`src/rtl/cursor_overlay_if.sv`:
```
// Video stream into and out of the cursor overlay, plus its control inputs.
interface cursor_overlay_if;
   localparam int unsigned HW = 11;
   localparam int unsigned VW = 10;
   localparam int unsigned PW = 24;

   logic          overlay_en;
   logic          blink_en;
   logic [HW-1:0] x_pos;
   logic [VW-1:0] y_pos;
   logic [HW-1:0] hcount;
   logic [VW-1:0] vcount;
   logic          hsync;
   logic          vsync;
   logic          blank;
   logic [PW-1:0] pixel_in;
   logic [PW-1:0] pixel_out;
   logic          hsync_out;
   logic          vsync_out;
   logic          blank_out;

   // Video source / controller side
   modport master (
      output overlay_en, blink_en, x_pos, y_pos,
      output hcount, vcount, hsync, vsync, blank, pixel_in,
      input  pixel_out, hsync_out, vsync_out, blank_out
   );

   // Overlay block side
   modport slave (
      input  overlay_en, blink_en, x_pos, y_pos,
      input  hcount, vcount, hsync, vsync, blank, pixel_in,
      output pixel_out, hsync_out, vsync_out, blank_out
   );
endinterface

```
`src/rtl/cursor_overlay.sv`:
```
// Hollow rectangular cursor drawn over an RGB pixel stream, with optional blink.
// Position is latched on vsync falling edge; fixed 2-cycle pipeline.
module cursor_overlay #(
   parameter int unsigned BOX_W        = 32,
   parameter int unsigned BOX_H        = 32,
   parameter int unsigned THICK        = 2,
   parameter logic [23:0] CURSOR_RGB   = 24'hFF0000,
   parameter int unsigned BLINK_FRAMES = 30
) (
   input logic             clk,
   input logic             rst_n,
   cursor_overlay_if.slave bus
);
   localparam int unsigned GW = 12;
   localparam int unsigned HW = 11;
   localparam int unsigned VW = 10;
   localparam int unsigned PW = 24;
   localparam int unsigned CW = 8;

   localparam logic [GW-1:0] BW       = GW'(BOX_W);
   localparam logic [GW-1:0] BH       = GW'(BOX_H);
   localparam logic [GW-1:0] TK       = GW'(THICK);
   localparam bit            BLINK_ON = (BLINK_FRAMES != 0);
   localparam logic [CW-1:0] LAST     = CW'((BLINK_FRAMES == 0) ? 0 : BLINK_FRAMES - 1);

   logic          vsync_q;
   logic          vs_fall_c;
   logic [HW-1:0] xs;
   logic [VW-1:0] ys;
   logic [CW-1:0] frame_cnt;
   logic          vis;

   logic [GW-1:0] hx, vy, x0, x1, y0, y1, xi0, xi1, yi0, yi1;
   logic          in_box_c, in_inner_c, on_edge_c;

   logic          edge_r;
   logic [PW-1:0] pixel_r;
   logic          hsync_r, vsync_r, blank_r;
   logic          draw_c;

   assign vs_fall_c = vsync_q & ~bus.vsync;

   // Once-per-frame shadow position and blink phase
   always_ff @(posedge clk or negedge rst_n) begin
      if (!rst_n) begin
         vsync_q   <= 1'b0;
         xs        <= '0;
         ys        <= '0;
         frame_cnt <= '0;
         vis       <= 1'b1;
      end else begin
         vsync_q <= bus.vsync;
         if (vs_fall_c) begin
            xs <= bus.x_pos;
            ys <= bus.y_pos;
            if (bus.blink_en && BLINK_ON) begin
               if (frame_cnt == LAST) begin
                  frame_cnt <= '0;
                  vis       <= ~vis;
               end else begin
                  frame_cnt <= frame_cnt + CW'(1);
               end
            end else begin
               frame_cnt <= '0;
               vis       <= 1'b1;
            end
         end
      end
   end

   // Outline hit test in 12-bit space so the box end never wraps
   always_comb begin
      hx  = {1'b0, bus.hcount};
      vy  = {2'b00, bus.vcount};
      x0  = {1'b0, xs};
      y0  = {2'b00, ys};
      x1  = x0 + BW;
      y1  = y0 + BH;
      xi0 = x0 + TK;
      xi1 = x1 - TK;
      yi0 = y0 + TK;
      yi1 = y1 - TK;
      in_box_c   = (hx >= x0) && (hx < x1) && (vy >= y0) && (vy < y1);
      in_inner_c = (hx >= xi0) && (hx < xi1) && (vy >= yi0) && (vy < yi1);
      on_edge_c  = in_box_c && !in_inner_c;
   end

   // Stage 1: capture hit and the video stream
   always_ff @(posedge clk or negedge rst_n) begin
      if (!rst_n) begin
         edge_r  <= 1'b0;
         pixel_r <= '0;
         hsync_r <= 1'b0;
         vsync_r <= 1'b0;
         blank_r <= 1'b0;
      end else begin
         edge_r  <= on_edge_c;
         pixel_r <= bus.pixel_in;
         hsync_r <= bus.hsync;
         vsync_r <= bus.vsync;
         blank_r <= bus.blank;
      end
   end

   // Blanked pixels are never painted
   always_comb begin
      draw_c = edge_r & bus.overlay_en & vis & ~blank_r;
   end

   // Stage 2: colour select and aligned sync/blank
   always_ff @(posedge clk or negedge rst_n) begin
      if (!rst_n) begin
         bus.pixel_out <= '0;
         bus.hsync_out <= 1'b0;
         bus.vsync_out <= 1'b0;
         bus.blank_out <= 1'b0;
      end else begin
         bus.pixel_out <= draw_c ? CURSOR_RGB : pixel_r;
         bus.hsync_out <= hsync_r;
         bus.vsync_out <= vsync_r;
         bus.blank_out <= blank_r;
      end
   end
endmodule

```
`src/flat_wrapper.sv`:
```
// flat-port wrapper written by rule: the top's interface ports become plain ports
module cursor_overlay_flat 
#(
   parameter int unsigned BOX_W        = 32,
   parameter int unsigned BOX_H        = 32,
   parameter int unsigned THICK        = 2,
   parameter logic [23:0] CURSOR_RGB   = 24'hFF0000,
   parameter int unsigned BLINK_FRAMES = 30
)
  (clk, rst_n, bus_overlay_en, bus_blink_en, bus_x_pos, bus_y_pos, bus_hcount, bus_vcount, bus_hsync, bus_vsync, bus_blank, bus_pixel_in, bus_pixel_out, bus_hsync_out, bus_vsync_out, bus_blank_out);
  cursor_overlay_if bus_i ();
  input logic clk;
  input logic rst_n;
  input wire logic [$bits(bus_i.overlay_en)-1:0] bus_overlay_en;
  input wire logic [$bits(bus_i.blink_en)-1:0] bus_blink_en;
  input wire logic [$bits(bus_i.x_pos)-1:0] bus_x_pos;
  input wire logic [$bits(bus_i.y_pos)-1:0] bus_y_pos;
  input wire logic [$bits(bus_i.hcount)-1:0] bus_hcount;
  input wire logic [$bits(bus_i.vcount)-1:0] bus_vcount;
  input wire logic [$bits(bus_i.hsync)-1:0] bus_hsync;
  input wire logic [$bits(bus_i.vsync)-1:0] bus_vsync;
  input wire logic [$bits(bus_i.blank)-1:0] bus_blank;
  input wire logic [$bits(bus_i.pixel_in)-1:0] bus_pixel_in;
  output wire logic [$bits(bus_i.pixel_out)-1:0] bus_pixel_out;
  output wire logic [$bits(bus_i.hsync_out)-1:0] bus_hsync_out;
  output wire logic [$bits(bus_i.vsync_out)-1:0] bus_vsync_out;
  output wire logic [$bits(bus_i.blank_out)-1:0] bus_blank_out;
  assign bus_i.overlay_en = bus_overlay_en;
  assign bus_i.blink_en = bus_blink_en;
  assign bus_i.x_pos = bus_x_pos;
  assign bus_i.y_pos = bus_y_pos;
  assign bus_i.hcount = bus_hcount;
  assign bus_i.vcount = bus_vcount;
  assign bus_i.hsync = bus_hsync;
  assign bus_i.vsync = bus_vsync;
  assign bus_i.blank = bus_blank;
  assign bus_i.pixel_in = bus_pixel_in;
  assign bus_pixel_out = bus_i.pixel_out;
  assign bus_hsync_out = bus_i.hsync_out;
  assign bus_vsync_out = bus_i.vsync_out;
  assign bus_blank_out = bus_i.blank_out;
  cursor_overlay #(.BOX_W(BOX_W), .BOX_H(BOX_H), .THICK(THICK), .CURSOR_RGB(CURSOR_RGB), .BLINK_FRAMES(BLINK_FRAMES)) u_core (.clk(clk), .rst_n(rst_n), .bus(bus_i));
endmodule
```
`config.mk`:
```
export PLATFORM = sky130hd
export DESIGN_NAME = cursor_overlay_flat
export DESIGN_NICKNAME = d
export VERILOG_FILES = /design/src/rtl/cursor_overlay_if.sv /design/src/rtl/cursor_overlay.sv /design/src/flat_wrapper.sv
export SDC_FILE = /design/constraint.sdc
export NUM_CORES = 1
export LEC_CHECK = 0
export CAP_MARGIN = 40
export CORE_AREA = 3 3 112 114
export DETAILED_ROUTE_END_ITERATION = 7
export DIE_AREA = 0 0 115 117
export PLACE_DENSITY = 0.72
export SYNTH_ARGS = -nofsm -noshare
export SYNTH_HDL_FRONTEND = slang
export SYNTH_SLANG_ARGS = --single-unit
```
`constraint.sdc`:
```
create_clock -name clk -period 2.7 [get_ports clk]
set_clock_uncertainty 0.15 [all_clocks]
set_input_delay 0.675 -clock clk [delete_from_list [all_inputs] [get_ports clk]]
set_output_delay 0.675 -clock clk [all_outputs]
set_load 0.01 [all_outputs]
```
==> metrics.md <==
| Metric | Value |
|---|---|
| Final net count | 846 |
| Post-synthesis sequential area ratio | 41.1% |
| Hold_sp | u_core.hsync_r |
| Initial antenna violation count | 0 |
| DR WL/cell | between 15 and 20 um |
| Data arrival, critical path | just under 3 ns |
| Setup-failing EPs final | 1 |
| Setup_tns | -0.179 ns |
| GR Overflow Total | 0 |
| CP Launch Type | flop |
| Clock root buffer | clkbuf_16 |
| Worst reg2reg path startpoint | u_core.ys[2] |
| Worst setup margin | -0.179 ns |
| Synth Instances | 520 |
| Hold Fails Final Rpt | 0 |
| Mapped cell area | just over 5000 sq um |
| Total wire length | 13600 um |
| Area of the multi-input gates | 3010 sq um |
| CTS tree | done |
| Hold Crit Class | reg2reg |
| Net switching power | 1.28 mW |
| CTS clk-pin slew, worst paths | 0.07 ns |
| Hold Buf Count CTS | 0 |
| Synth Net Count | 667 |
| Pwr/cell area | 557 nW/um^2 |
| CP required | approximately 2.8 ns |
| Area grow syn2layout | 42.9% |
| EDFF count, synth | 0 |
| Longest Clk Path Bufs | 2 |
| Antenna Cells | 0 |
| Final period util | 107% |
| Clock share of power | between 30% and 40% |
| Internal | roughly 2.8 mW |
| Post-synth top flop | dfrtp_1 |
| Vias per Instance | about 5.2 |
| Routed vias | 4398 |
| Comb power frac | 34.3% |
| Share of cells above drive strength 1 | between 10% and 20% |
| Max-cap violations | 0 |
| RSZ-0062 raised after global routing | true |
| 1st-pass router iterations | 4 |
| Worst Max-Slew Pin Slew | slightly below 0.8 ns |
| Cts bufs inserted | 9 |
| Worst setup path start | u_core.ys[2] |
| LEAKAGE | 3.29 nW |
| DRC violations left | 0 |
| Most common cell after layout, fill and taps aside | clkdlybuf4s50_1 |
| Status | finished with violations |
| DR iter-0 viols | 232 |
| Ports | 100 |
| Commonest cells after routing, fill and taps aside | clkdlybuf4s50_1, buf_4, dfrtp_1 |
| Register bit count reported by yosys | 85 |
| Reg power frac | 34.9% |
| Failing checks | setup timing |
| Chip Height | 117 um |
| Core area | about 12000 sq um |
| Setup CP Type | reg2reg |
| Syn_area_per_cell | 9.97 sq um |
| Power Total | ~4.1 mW |
| Largest net degree at the start of global routing | 56 |
| VDD IR max | 0.500 mV |
| GP Congestion | 0.952 |
| Fillers | a little over 900 |
| Ys Warns | 0 |
| Clock Latency Late Sink | 0.34 ns |
| Fmax | roughly 350 MHz |
| Vias in the first global route | 4581 |
| Routed Antenna Nets | 0 |
| Fin. max-slew vios | 0 |
| Half-perimeter wire length after placement | ~11000 um |
| Sw frac | 31.1% |
| Die width | 115 um |
| CTS sink count | 85 |
| Total die area | 13500 sq um |
| H-Tree Depth | 3 |
| Min Tclk post-route | 2.88 ns |
| Port Buf Inserts | between 90 and 100 |
| Core Rows | 39 |
| FF/Latch Area | 2130 sq um |
| Global-route wire length before repair | ~22000 um |
| CP endpoint kind | flop |
| Asr flop ratio synth | 100% |
| Total GRT Usage | between 20% and 30% |
| Relative slew slack | 47.8% |
| Initial Util | 45.0% |
| Yosys cell types | 54 |
| CP max FO | 4 |
-- state kept, by name, summed over array words and instances (netlist names) --
name / flops
u_core.blank_r: 1
u_core.bus.blank_out: 1
u_core.bus.hsync_out: 1
u_core.bus.pixel_out: 24
u_core.bus.vsync_out: 1
u_core.edge_r: 1
u_core.frame_cnt: 8
u_core.hsync_r: 1
u_core.pixel_r: 24
u_core.vis: 1
u_core.vsync_q: 1
u_core.xs: 11
u_core.ys: 10
-- worst max-delay path: stages (launching register included) --
cell and delay [ns]:
dfrtp_1 0.39, buf_6 0.13, nor4_4 0.39, a21oi_1 0.11, a21oi_1 0.15, ha_1 0.26, a21o_1 0.19, a2111oi_4 0.35
a31oi_2 0.20, a2111oi_4 0.34, a221oi_2 0.09
-- synth_stat cells (all sizes together), types with 7 or more instances --
library cell  number  share of area, %
a21oi             18               1.7
dfrtp             84                41
and3               7              0.94
nor2b             13               1.6
xnor2             34               5.7
nor2              23               1.7
clkbuf            10              0.72
and2              17               2.1
nand3             23               2.2
nand2b            11               1.3
ha                74                18
o21ai             38               3.7
inv               30               2.2
o211ai             7               1.1
nor3               8              0.87
buf                8               1.1
nand4             10               1.2
nand2             43               3.1
-- kinds of logic after synthesis --
logic type,synth area share [%]
AOI/OAI and AO/OA,13.3
buffers and inverters,4.03
DFF,41.1
xor gates and xnor gates,6.76
and+or+nand+nor,16.9
adders and majority gates,17.9
-- repair_timing --
| item | in CTS | in global routing |
|---|---|---|
| setup endpoints to repair | 1 | 1 |
| setup buffers | 4 | 2 |
| pin swaps | 9 | 10 |
| gates resized for setup | 6 | 18 |
-- path summary, 6_finish.rpt --
path                       cells after the start                   end  slack (ns)
setup / recovery                              10         u_core.edge_r       -0.18
hold / removal                                 0  u_core.bus.hsync_out        0.20
setup reg to reg                              10         u_core.edge_r       -0.18
hold reg to reg                                0  u_core.bus.hsync_out        0.20
max in group asynchronous                      2     u_core.pixel_r[2]        1.52
min in group asynchronous                      1    u_core.pixel_r[20]        0.26
-- per-stage QoR --
| stage | setup slack [ns] | hold WS (ns) | cell area, sq um | utilization (%) | std cells |
|---|---|---|---|---|---|
| floorplan | -0.130 | 0.181 | 5240 | - | 520 |
| global placement | -0.211 | 0.182 | 6930 | 60.2 | 825 |
| detailed placement | -0.304 | 0.186 | 6930 | 60.2 | 825 |
| CTS | -0.212 | 0.206 | 7290 | 63.3 | 845 |
| global route | -0.370 | 0.238 | 7410 | 64.3 | 847 |
| finish | -0.179 | 0.203 | 7410 | 64.3 | 847 |
-- metal layers --
layer / global-route usage (%) / share of wire [%] / vias to the layer above
li1: - / - / 2189
met1: 24.5 / 41 / 2080
met2: 35.6 / 52 / 97
met3: 2.93 / 3.5 / 32
met4: 9.15 / 3.2 / 0
met5: 0 / 0 / -
-- final cells by class --
| type | count | area share, % |
|---|---|---|
| multi-input cells | 387 | 40.7 |
| well taps | 143 | 2.42 |
| flip-flops and latches | 85 | 28.8 |
| clock buffers | 9 | 3.04 |
| inverters | 30 | 1.52 |
| clock inverters | 7 | 1.17 |
| repair buffers | 186 | 22.4 |
-- power groups by stage --
| stage | clock (mW) | combinational [mW] | sequential [mW] |
|---|---|---|---|
| after floorplan | 0 | 0.705 | 1.46 |
| after global routing | 1.36 | 1.57 | 1.45 |
| after CTS | 1.30 | 1.36 | 1.44 |
| final | 1.27 | 1.41 | 1.44 |
| after global placement | 0 | 1.27 | 1.46 |
| after detailed placement | 0 | 1.32 | 1.46 |
Note: power is estimated with default switching activity, not from simulation.
